--- src/rtl/fp32_uart_tx_96.sv ---
// ---------------------------------------------------------------------------
// fp32_uart_tx_96
//   Serialises one 96-bit word (three packed fp32 values) as twelve 8N1 UART
//   frames, least-significant byte first, LSB first within each byte.
//
// Parameters
//   CLKS_PER_BIT  clock cycles per UART bit (>= 2)
//
// Ports
//   CLK_I        in   clock, all logic on the rising edge
//   RST_I        in   synchronous active-high reset
//   TX_VALID_I   in   a word is offered on TX_DATA_I
//   TX_DATA_I    in   [95:0] word to send
//   TX_READY_O   out  high only in IDLE; a word is accepted when VALID&READY
//   UART_TX_O    out  serial line, idle high
//   TX_ACTIVE_O  out  high while START/DATA/STOP bits are on the line
//   TX_DONE_O    out  one-cycle pulse after the final stop bit
// ---------------------------------------------------------------------------
module fp32_uart_tx_96 #(
   parameter int CLKS_PER_BIT = 5208
) (
   input  logic        CLK_I,
   input  logic        RST_I,
   input  logic        TX_VALID_I,
   input  logic [95:0] TX_DATA_I,
   output logic        TX_READY_O,
   output logic        UART_TX_O,
   output logic        TX_ACTIVE_O,
   output logic        TX_DONE_O
);

   localparam int CNT_W = (CLKS_PER_BIT > 1) ? $clog2(CLKS_PER_BIT) : 1;
   localparam logic [CNT_W-1:0] CNT_MAX  = CNT_W'(CLKS_PER_BIT - 1);
   localparam logic [3:0]       LAST_BYTE = 4'd11;

   typedef enum logic [2:0] {
      IDLE  = 3'd0,
      START = 3'd1,
      DATA  = 3'd2,
      STOP  = 3'd3,
      DONE  = 3'd4
   } state_t;

   state_t           state_q, state_d;
   logic [CNT_W-1:0] cnt_q,   cnt_d;
   logic [3:0]       byte_q,  byte_d;
   logic [2:0]       bit_q,   bit_d;
   logic [95:0]      data_q,  data_d;
   logic             uart_q,  uart_d;
   logic             ready_q, ready_d;
   logic             active_q, active_d;
   logic             done_q,  done_d;

   logic             cnt_end;
   assign cnt_end = (cnt_q == CNT_MAX);

   // Next-state and datapath
   always_comb begin
      state_d = state_q;
      cnt_d   = cnt_q;
      byte_d  = byte_q;
      bit_d   = bit_q;
      data_d  = data_q;

      case (state_q)
         IDLE: begin
            if (TX_VALID_I && ready_q) begin
               data_d  = TX_DATA_I;
               state_d = START;
               cnt_d   = '0;
               byte_d  = '0;
               bit_d   = '0;
            end
         end

         START: begin
            if (cnt_end) begin
               cnt_d   = '0;
               bit_d   = '0;
               state_d = DATA;
            end else begin
               cnt_d = cnt_q + CNT_W'(1);
            end
         end

         DATA: begin
            if (cnt_end) begin
               cnt_d = '0;
               if (bit_q == 3'd7) begin
                  state_d = STOP;
               end else begin
                  bit_d = bit_q + 3'd1;
               end
            end else begin
               cnt_d = cnt_q + CNT_W'(1);
            end
         end

         STOP: begin
            if (cnt_end) begin
               cnt_d = '0;
               if (byte_q < LAST_BYTE) begin
                  byte_d  = byte_q + 4'd1;
                  bit_d   = '0;
                  state_d = START;
               end else begin
                  state_d = DONE;
               end
            end else begin
               cnt_d = cnt_q + CNT_W'(1);
            end
         end

         DONE: begin
            state_d = IDLE;
            byte_d  = '0;
            bit_d   = '0;
         end

         default: begin
            state_d = IDLE;
            cnt_d   = '0;
            byte_d  = '0;
            bit_d   = '0;
         end
      endcase
   end

   // Outputs are decoded from the *next* state and registered, so the line
   // changes on the same edge as the state and never glitches.
   always_comb begin
      uart_d   = 1'b1;
      ready_d  = 1'b0;
      active_d = 1'b0;
      done_d   = 1'b0;
      case (state_d)
         IDLE:  ready_d = 1'b1;
         START: begin
            uart_d   = 1'b0;
            active_d = 1'b1;
         end
         DATA: begin
            uart_d   = data_d[{byte_d, bit_d}];
            active_d = 1'b1;
         end
         STOP:  active_d = 1'b1;
         DONE:  done_d   = 1'b1;
         default: ;
      endcase
   end

   always_ff @(posedge CLK_I) begin
      if (RST_I) begin
         state_q  <= IDLE;
         cnt_q    <= '0;
         byte_q   <= '0;
         bit_q    <= '0;
         data_q   <= '0;
         uart_q   <= 1'b1;
         ready_q  <= 1'b1;
         active_q <= 1'b0;
         done_q   <= 1'b0;
      end else begin
         state_q  <= state_d;
         cnt_q    <= cnt_d;
         byte_q   <= byte_d;
         bit_q    <= bit_d;
         data_q   <= data_d;
         uart_q   <= uart_d;
         ready_q  <= ready_d;
         active_q <= active_d;
         done_q   <= done_d;
      end
   end

   assign UART_TX_O   = uart_q;
   assign TX_READY_O  = ready_q;
   assign TX_ACTIVE_O = active_q;
   assign TX_DONE_O   = done_q;

endmodule

--- config.mk ---
export PLATFORM = sky130hd
export DESIGN_NAME = fp32_uart_tx_96
export DESIGN_NICKNAME = d
export VERILOG_FILES = /design/src/rtl/fp32_uart_tx_96.sv
export SDC_FILE = /design/constraint.sdc
export NUM_CORES = 1
export LEC_CHECK = 0
export BUFFER_PORTS_ARGS = -buffer_cell sky130_fd_sc_hd__buf_4
export CORE_MARGIN = 8
export CORE_UTILIZATION = 33
export CTS_CLUSTER_SIZE = 20
export DETAILED_ROUTE_END_ITERATION = 10
export PLACE_DENSITY = 0.49
export SYNTH_ARGS = -nofsm -noshare
export SYNTH_HDL_FRONTEND = slang
export SYNTH_SLANG_ARGS = --single-unit
--- constraint.sdc ---
create_clock -name CLK_I -period 5.65 [get_ports CLK_I]
set_clock_uncertainty 0.15 [all_clocks]
set_input_delay 1.13 -clock CLK_I [delete_from_list [all_inputs] [get_ports CLK_I]]
set_output_delay 1.13 -clock CLK_I [all_outputs]
set_load 0.01 [all_outputs]
After elaboration in Yosys (flattened, before gate mapping)
Cells that the tools add are included.
W data, S select, Z words.
{"block": "op_classes", "n_addsub": 3, "multipliers": 0, "div": 0, "order_cmp": 2, "n_eq_ne": 11, "shift": 0, "mux": 29, "bitwise": 1, "reduce_logical": 7}
{"cell": "$mux W96", "count": 2}
{"cell": "$pmux W13 S3", "count": 1}
{"cell": "$mux W3", "count": 12}
{"cell": "$mux W13", "count": 2}
{"cell": "$pmux W3 S4", "count": 2}
{"cell": "$add A13 B1 Y13 const B", "count": 1}
{"cell": "$eq A13 B13 Y1 const B", "count": 1}
{"cell": "$eq A3 B2 Y1 const B", "count": 4}
{"cell": "$mux W4", "count": 3}
{"cell": "$pmux W4 S3", "count": 1}
{"cell": "$eq A3 B3 Y1 const B", "count": 3}
{"cell": "$lt A7 B8 Y1 const B", "count": 1}
{"cell": "$bmux W1 S7", "count": 1}
{"cell": "$eq A3 B1 Y1 const B", "count": 2}
{"cell": "$logic_not A3 Y1", "count": 2}
{"cell": "$reduce_or A3 Y1", "count": 2}
{"cell": "$add A4 B1 Y4 const B", "count": 1}
{"cell": "$lt A4 B4 Y1 const B", "count": 1}
{"cell": "$mux W1", "count": 4}
{"cell": "$add A3 B1 Y3 const B", "count": 1}
{"cell": "$ne A2 B2 Y1 const B", "count": 1}
{"cell": "$pmux W1 S2", "count": 1}
{"cell": "$reduce_and A2 Y1", "count": 1}
{"cell": "$reduce_or A2 Y1", "count": 1}
{"cell": "other kinds (2)", "count": 2}
{"block": "word_totals", "reg_bits": 123, "latchBits": 0, "ramBits": 0, "rom_bits": 0, "in_bits": 99, "out_inout_bits": 4, "elab_cells": 62, "memories": 0}

Depth between registers and ports, before layout
Gate-level depths: netlist (run 1).
{"block": "logic_depth", "depth_word": 7, "mapped_depth": 14, "depth_no_buf": 10}

Worst setup path after synthesis (run 1)
No wires, ideal clock.
{"block": "synth_timing", "path_type": "input -> register", "startpoint": "input port TX_VALID_I", "endpoint": "register uart_q, in the netlist UART_TX_O", "setup_time_ns": 0.136, "arrival_time_ns": 3.068, "required_time_ns": 5.364, "setup_slack_ns": 2.297, "path_stages": 8, "n_path_buf": 0, "cell_sequence": "a2111oi_2 -> a2111oi_4 -> o21ai_0 -> nand3_1 -> a311o_1 -> o211a_1 -> o41ai_2 -> o211ai_1"}
{"block": "synth_via", "elab_chain_len": 6, "elab_cells_between_ends": 14, "cone_classes": "2 x eq/ne; 11 x mux; 1 x reduce/logical"}
{"element": "from (decl)", "line_no": "24", "text": "input logic TX_VALID_I,"}
{"element": "$logic_and A1 B1 Y1 (*)", "line_no": "67", "text": "if (TX_VALID_I && ready_q) begin"}
{"element": "$mux W3 (tied with other cells)", "line_no": "67"}
{"element": "$pmux W3 S4 (tied with other cells)", "line_no": "65", "text": "case (state_q)"}
{"element": "$bmux W1 S7", "line_no": "143", "text": "uart_d = data_d[{byte_d, bit_d}];"}
{"element": "$mux W1 (implied by the code)", "line_no": "143"}
{"element": "$pmux W1 S2 (*)", "line_no": "136", "text": "case (state_d)"}
{"element": "to (signal assigned)", "line_no": "169", "text": "uart_q <= uart_d;"}
{"element": "to (decl)", "line_no": "49", "text": "logic uart_q, uart_d;"}
Every way passes the cells marked *; elsewhere a longest branch is shown, timed or not. The select of a mux whose other input is x is not followed.
A chain may end at the register's enable or synchronous reset.

Final worst setup path (run 1)
{"block": "layout_timing", "startpoint": "register cnt_q[0]", "endpoint": "register uart_q, in the netlist UART_TX_O"}
{"block": "layout_via", "elab_chain_len": 6, "elab_cells_between_ends": 16, "cone_classes": "3 x eq/ne; 13 x mux"}
{"element": "from (decl)", "line_no": "45", "text": "logic [CNT_W-1:0] cnt_q, cnt_d;"}
{"element": "from (signal assigned)", "line_no": "165", "text": "cnt_q <= cnt_d;"}
{"element": "$eq A13 B13 Y1 (*)", "line_no": "55", "text": "assign cnt_end = (cnt_q == CNT_MAX);"}
{"element": "$mux W3 (tied with other cells)", "line_no": "100", "text": "if (cnt_end) begin"}
{"element": "$pmux W3 S4 or $pmux W4 S3 (tied branches)", "line_no": "65"}
{"element": "$bmux W1 S7", "line_no": "143"}
{"element": "$mux W1 (implied by the code)", "line_no": "143"}
{"element": "$pmux W1 S2 (*)", "line_no": "136"}
Marks and branches as above.

==> impl_results.md, run 1 <==
- Status: finished, final reports clean
- First-pass GRT wire length: 32.27 mm
- Fraction of registers with async set/reset: 0
- DIE HEIGHT: 153.5 microns
- RSZ-0062 raised after global routing: false
- Antenna Nets Post-Route: 0
- CP Class: flop to flop
- Leak Pwr: 2.965 nW
- Global-route total usage across every layer: 0.1706
- Crit-path slowest cell: and4_1
- Fin util: 0.4154
- # diodes: 0
- Slew Limit Fails: 0
- Die area: 0.02357 sq mm
- Initial antenna violation count: 0
- Post-Syn Area: 0.006241 sq mm
- Max-Cap Viols: 0
- Multi-input logic area: 0.003498 sq mm
- Row Count: 50
- Num CTS Buffers: 17
- Dpl ws: 1577 ps
- H-tree levels: 4
- P per Cell Area: 310.2 mW/mm^2
- Routed wire length: 20.05 mm
- Worst reg2reg path startpoint: cnt_q[0]
- Crit path time final: 3973 ps
- Worst vdd ir: 0.1857 mV
- Die X: approximately 150 microns
- Synth Area per Inst: ~7.5 sq um
- Vias per inst: 5.302
- Post-synthesis sequential area ratio: 0.3945
- Worst stage delay on the critical path: 490 ps
- CP most frequent cell: buf_4
- Largest net degree at the start of global routing: 63
- CTS Sinks: 123
- DP Wirelength: 13.94 mm
- CP max FO: 37
- Number of global-route vias before repair: 5971
- Crit path cell chain: ha_1 > and4b_1 > and4_1 > o2111ai_4 > buf_4 > nand2_2 > buf_4 > mux2_1 > o21ai_1 > o41ai_1 > o41ai_2 > o211ai_1
- RR Endpoint: UART_TX_O
- Number of enable flip-flop cells after synthesis: 0
- Final period utilization: 0.7032
- Initial drt markers: ~360
- CP arrival: between 4000 and 5000 ps
- CP Capture Type: flop
- Worst Setup EP: UART_TX_O
- Critical path startpoint category: flop
- Number of unique standard cell types used by synthesis: 75
- Total grt overflow: 0
- Setup TNS: 0 ps
- Root Driver: clkbuf_16
- Layout Area Growth over Synthesis: 24.10%
- Maximum clock path buffer count: 2
- PortBufs: 102
- Req. time, crit path: 5800 ps
- Total power: 2.403 mW
- IO Pins: 103
- Least-Margin Pin Slew: between 900 and 1000 ps
- Relative slew slack: 0.3885
- Final Hold Viols: 0
- Worst skew pair latency: 420 ps
- Syn_nets: a little over 900
- Mapped Cells: 832
- First drt pass iteration count: 5
- CTS tree: yes
- Placer Congestion: 0.8152
- Peak Freq: 251.7 MHz
- Leading cell type in the layout, fill and taps excluded: nand2_1
- Synthesis Warnings: 0
- FF-to-FF setup slack: around 1700 ps
- Clk slew on worst S/H paths: 60 ps
- Fillers: about 2000
- Drt wl/cell: 17.48 microns
- # nets final: 1003
- Post-CTS setup buffers: 0
- Final routed DRC violation total: 0
- FF+latch count, synth: 123
- Worst r2r path cells: 12
- Hold WC Path Type: flop to flop
- Final setup margin: ~1700 ps
- Ys flop type: dfxtp_1
- Register area: between 0.002 and 0.0025 sq mm
- CTS Hold Bufs: 0
- Commonest non-fill, non-tap cells in the layout: nand2_1, dfxtp_1, a21oi_1, buf_4, nand3_1
- Final setup fails: 0
- Initial Utilization: 0.3348
- Share of cells above drive strength 1: 0.1851
- Post-cts sizing count: 0
- Core area: 0.01864 sq mm
- Worst Setup SP: cnt_q[0]
- Vias: about 6100
worst min path at each step:
stage,from,endpoint,cells past startpoint
after floorplan,data_q[19],data_q[19],2
after global placement,data_q[44],data_q[44],2
after detailed placement,data_q[80],data_q[80],2
after CTS,data_q[81],data_q[81],2
after global routing,data_q[84],data_q[84],2
final,data_q[14],data_q[14],2
worst max-delay path, delay by kind of cell (launching register included):
family / cells / cell delay [ps]
AO/OA/AOI/OAI: 5 / 820
multiplexers: 1 / 350
AND/OR/NAND/NOR: 3 / 1280
adder cells (fa/ha/maj): 1 / 270
buffers and inverters: 2 / 560
flip-flops: 1 / 380
metal layers:
metal  vias to the layer above  share of wire  global-route usage  wire length, microns
li1                       3073              -                   -                     -
met1                      2831           0.48              0.2265                  9616
met2                       148           0.45              0.2651                  9072
met3                        29          0.048             0.03952                   963
met4                         0          0.020             0.06253                   397
met5                         -              0                   0                     0
sequential cells by signal, summed over array words and instances (netlist names):
register and flops:
TX_DONE_O 1, UART_TX_O 1, bit_q 3, data_q 96
cnt_q 13, byte_q 4, state_q 3, TX_ACTIVE_O 1
TX_READY_O 1
area by class of cell:
type,instances,share of cell area
clock inverters,14,0.02520
inverters,2,0.0009693
flip-flops and latches,123,0.3179
repair buffers,115,0.1115
well taps,234,0.03780
clock buffers,17,0.05493
multi-input cells,642,0.4517
cell usage after synthesis, types with 8 or more instances:
cell type,instances,area (sq um)
nand2_1,222,833.3
dfxtp_1,123,2462
a21oi_1,116,580.6
nand3_1,50,250.2
clkbuf_1,47,176.4
nor2_1,41,153.9
o21ai_0,35,175.2
a31oi_1,17,106.4
and3_1,15,93.84
a211oi_1,12,90.09
nor3_1,8,40.04
o21ai_1,8,40.04
stage by stage:
stage                     instances  hold WS, ps  instance area [sq um]
after floorplan                 832        281.9                   6241
after global placement         1116        291.3                   7124
after detailed placement       1116        295.8                   7124
after CTS                      1147        305.2                   7745
after global routing           1147        320.7                   7745
final                          1147        303.5                   7745
where the power goes:
group	internal (mW)	total (mW)	switching, mW
combinational	0.120	0.289	0.169
sequential	0.921	0.956	0.0350
clock	0.737	1.16	0.421
total	1.78	2.40	0.624
cells by family (layout without fill, tap and decap cells):
family / after synthesis / after routing / synth area share
AO/OA/AOI/OAI: 241 / 241 / 0.2436
AND/OR/NAND/NOR: 371 / 371 / 0.2646
adder cells (fa/ha/maj): 3 / 3 / 0.006015
XOR/XNOR: 11 / 11 / 0.01544
flip-flops: 123 / 123 / 0.3945
buffers and inverters: 67 / 148 / 0.04832
multiplexers: 16 / 16 / 0.02747
Power figures use the tool's default switching activity.
==> run 2, diff against run 1 <==
--- a/config.mk
+++ b/config.mk
@@ -10,7 +10,7 @@
 export CORE_UTILIZATION = 33
 export CTS_CLUSTER_SIZE = 20
 export DETAILED_ROUTE_END_ITERATION = 10
-export PLACE_DENSITY = 0.49
+export PLACE_DENSITY = 0.51
 export SYNTH_ARGS = -nofsm -noshare
 export SYNTH_HDL_FRONTEND = slang
 export SYNTH_SLANG_ARGS = --single-unit
==> constraint.sdc (replaced) <==
create_clock -name CLK_I -period 3.3 [get_ports CLK_I]
set_clock_uncertainty 0.15 [all_clocks]
set_input_delay 0.66 -clock CLK_I [delete_from_list [all_inputs] [get_ports CLK_I]]
set_output_delay 0.66 -clock CLK_I [all_outputs]
set_load 0.01 [all_outputs]
==> impl_results.md, run 2 (synthesized netlist as in run 1, its figures left out) <==
- Non-Filler Instances: 1185
- Initial antenna violation count: 0
- Drt wl/cell: 16.82 microns
- Vias per inst: about 5.2
- DP Wirelength: 14.23 mm
- Buffers plus inverters on the worst setup path: 1
- Die X: 153.5 microns
- Peak Freq: approximately 320 MHz
- CP Class: flop to flop
- CP arrival: 3270 ps
- Core area: 0.01864 sq mm
- CTS Sinks: roughly 120
- RSZ-0062 raised after global routing: false
- Slew Limit Fails: 0
- Leak Pwr: 3.172 nW
- CTS Hold Bufs: 0
- IO Pins: 103
- DIE HEIGHT: 153.5 microns
- First drt pass iteration count: 5
- Relative slew slack: 0.5199
- Fillers: 1962
- CP max FO: 5
- Worst Setup SP: cnt_q[7]
- Hold slack: 301.3 ps
- Commonest non-fill, non-tap cells in the layout: nand2_1, buf_4, dfxtp_1
- PortBufs: between 100 and 150
- Initial Utilization: 0.3348
- Crit-path slowest cell: or4b_1
- Number of global-route vias before repair: between 6000 and 7000
- Clk slew on worst S/H paths: 60 ps
- CP most frequent cell: o41ai_2
- Total power: 3.979 mW
- Row Count: 50
- Crit path cell chain: buf_4 > or4b_1 > nor3_4 > a21oi_1 > o41ai_1 > and3b_1 > o31a_1 > o41ai_2 > o41ai_2 > o211ai_1
- Total grt overflow: 0
- Routed wire length: 19.93 mm
- Hold WC Path Type: flop to flop
- Placed cell count: approximately 1100
- H-tree levels: 4
- P per Cell Area: 490.0 mW/mm^2
- Largest reg by FF count: data_q
- Fin area: 0.008120 sq mm
- Layout Area Growth over Synthesis: 30.11%
- Die area: 0.02357 sq mm
- Worst stage delay on the critical path: 590 ps
- Worst vdd ir: 0.3579 mV
- Share of cells above drive strength 1: 0.2313
- Crit path time final: 3128 ps
- Req. time, crit path: 3440 ps
- Critical path startpoint category: flop
- Global-route total usage across every layer: 0.1708
- Final setup fails: 0
- Worst skew pair latency: approximately 430 ps
- Leading cell type in the layout, fill and taps excluded: nand2_1
- Status: finished, final reports clean
- # nets final: 1040
- Root Driver: clkbuf_16
- Vias: between 6000 and 7000
- Max-Cap Viols: 0
- Least-Margin Pin Slew: 720.2 ps
- Maximum clock path buffer count: 2
- First-pass GRT wire length: ~33 mm
- Delay-heaviest family, CP: compound AO/OA/AOI/OAI gates
- CP Capture Type: flop
- Antenna Nets Post-Route: 0
- Max reg flops: 96
- Min-Delay Startpoint: data_q[14]
- Worst reg2reg path startpoint: cnt_q[7]
- Placer Congestion: 0.8242
- Final period utilization: 0.9479
- Setup TNS: 0 ps
- CTS tree: yes
- # diodes: 0
- Final routed DRC violation total: 0
- Placement Cell Area: approximately 0.0074 sq mm
- Largest net degree at the start of global routing: 67
- Initial drt markers: around 450
- Final Hold Viols: 0
- Largest registers: data_q: 96 flops, cnt_q: 13 flops, byte_q: 4 flops
- Num CTS Buffers: 17
==> run 2: cell count changes in the layout (fill, tap and decap cells not counted), sizes merged <==
| cell | delta |
|---|---|
| bufinv | -3 |
| clkinvlp | +2 |
| buf | +37 |
| inv | +4 |
| clkbuf | +1 |
| clkinv | -3 |
==> run 2: layer usage <==
layer | track usage | wire, microns | vias to the layer above
li1 | - | - | 3148
met1 | 0.2269 | 9705 | 2913
met2 | 0.2708 | 9180 | 121
met3 | 0.03868 | 778 | 19
met4 | 0.05226 | 267 | 0
met5 | 0 | 0 | -
==> run 2: power breakdown <==
group	internal (mW)	switching (mW)	total, mW
Clock	1.07	0.749	1.82
Combinational	0.229	0.296	0.525
Sequential	1.58	0.0553	1.63
==> run 2: through the flow <==
stage                       util  worst slack (ps)
after detailed placement  0.3988             39.02
after CTS                 0.4297             11.91
after global placement    0.3988             47.92
after floorplan                -             308.7
final                     0.4356             172.1
after global routing      0.4356             15.38
==> run 2: worst paths after layout <==
path | to | slack [ps] | cells past startpoint
setup / recovery | UART_TX_O | 170 | 10
hold / removal | data_q[14] | 300 | 2
setup reg to reg | UART_TX_O | 170 | 10
hold reg to reg | data_q[14] | 300 | 2
==> run 2: layout make-up <==
| class | instances | area, sq um | share of cell area |
|---|---|---|---|
| multi-input cells | 642 | 3572 | 0.4399 |
| flip-flops and latches | 123 | 2464 | 0.3034 |
| repair buffers | 152 | 1207 | 0.1487 |
| clock buffers | 18 | 439.2 | 0.05408 |
| well taps | 234 | 292.8 | 0.03606 |
| clock inverters | 14 | 137.6 | 0.01695 |
| inverters | 2 | 7.507 | 0.0009245 |
==> run 2: worst register-to-register path, delay by kind of cell, from the launching register on <==
| family | cells | cell delay [ps] |
|---|---|---|
| AND/OR/NAND/NOR | 3 | 1050 |
| flip-flops | 1 | 330 |
| AO/OA/AOI/OAI | 6 | 1300 |
| buffers and inverters | 1 | 160 |
==> run 2: what timing repair did <==
item                                    in CTS  in global routing
gates resized for setup                      0                 17
setup buffers                                0                  4
endpoints found under the setup margin       0                  1
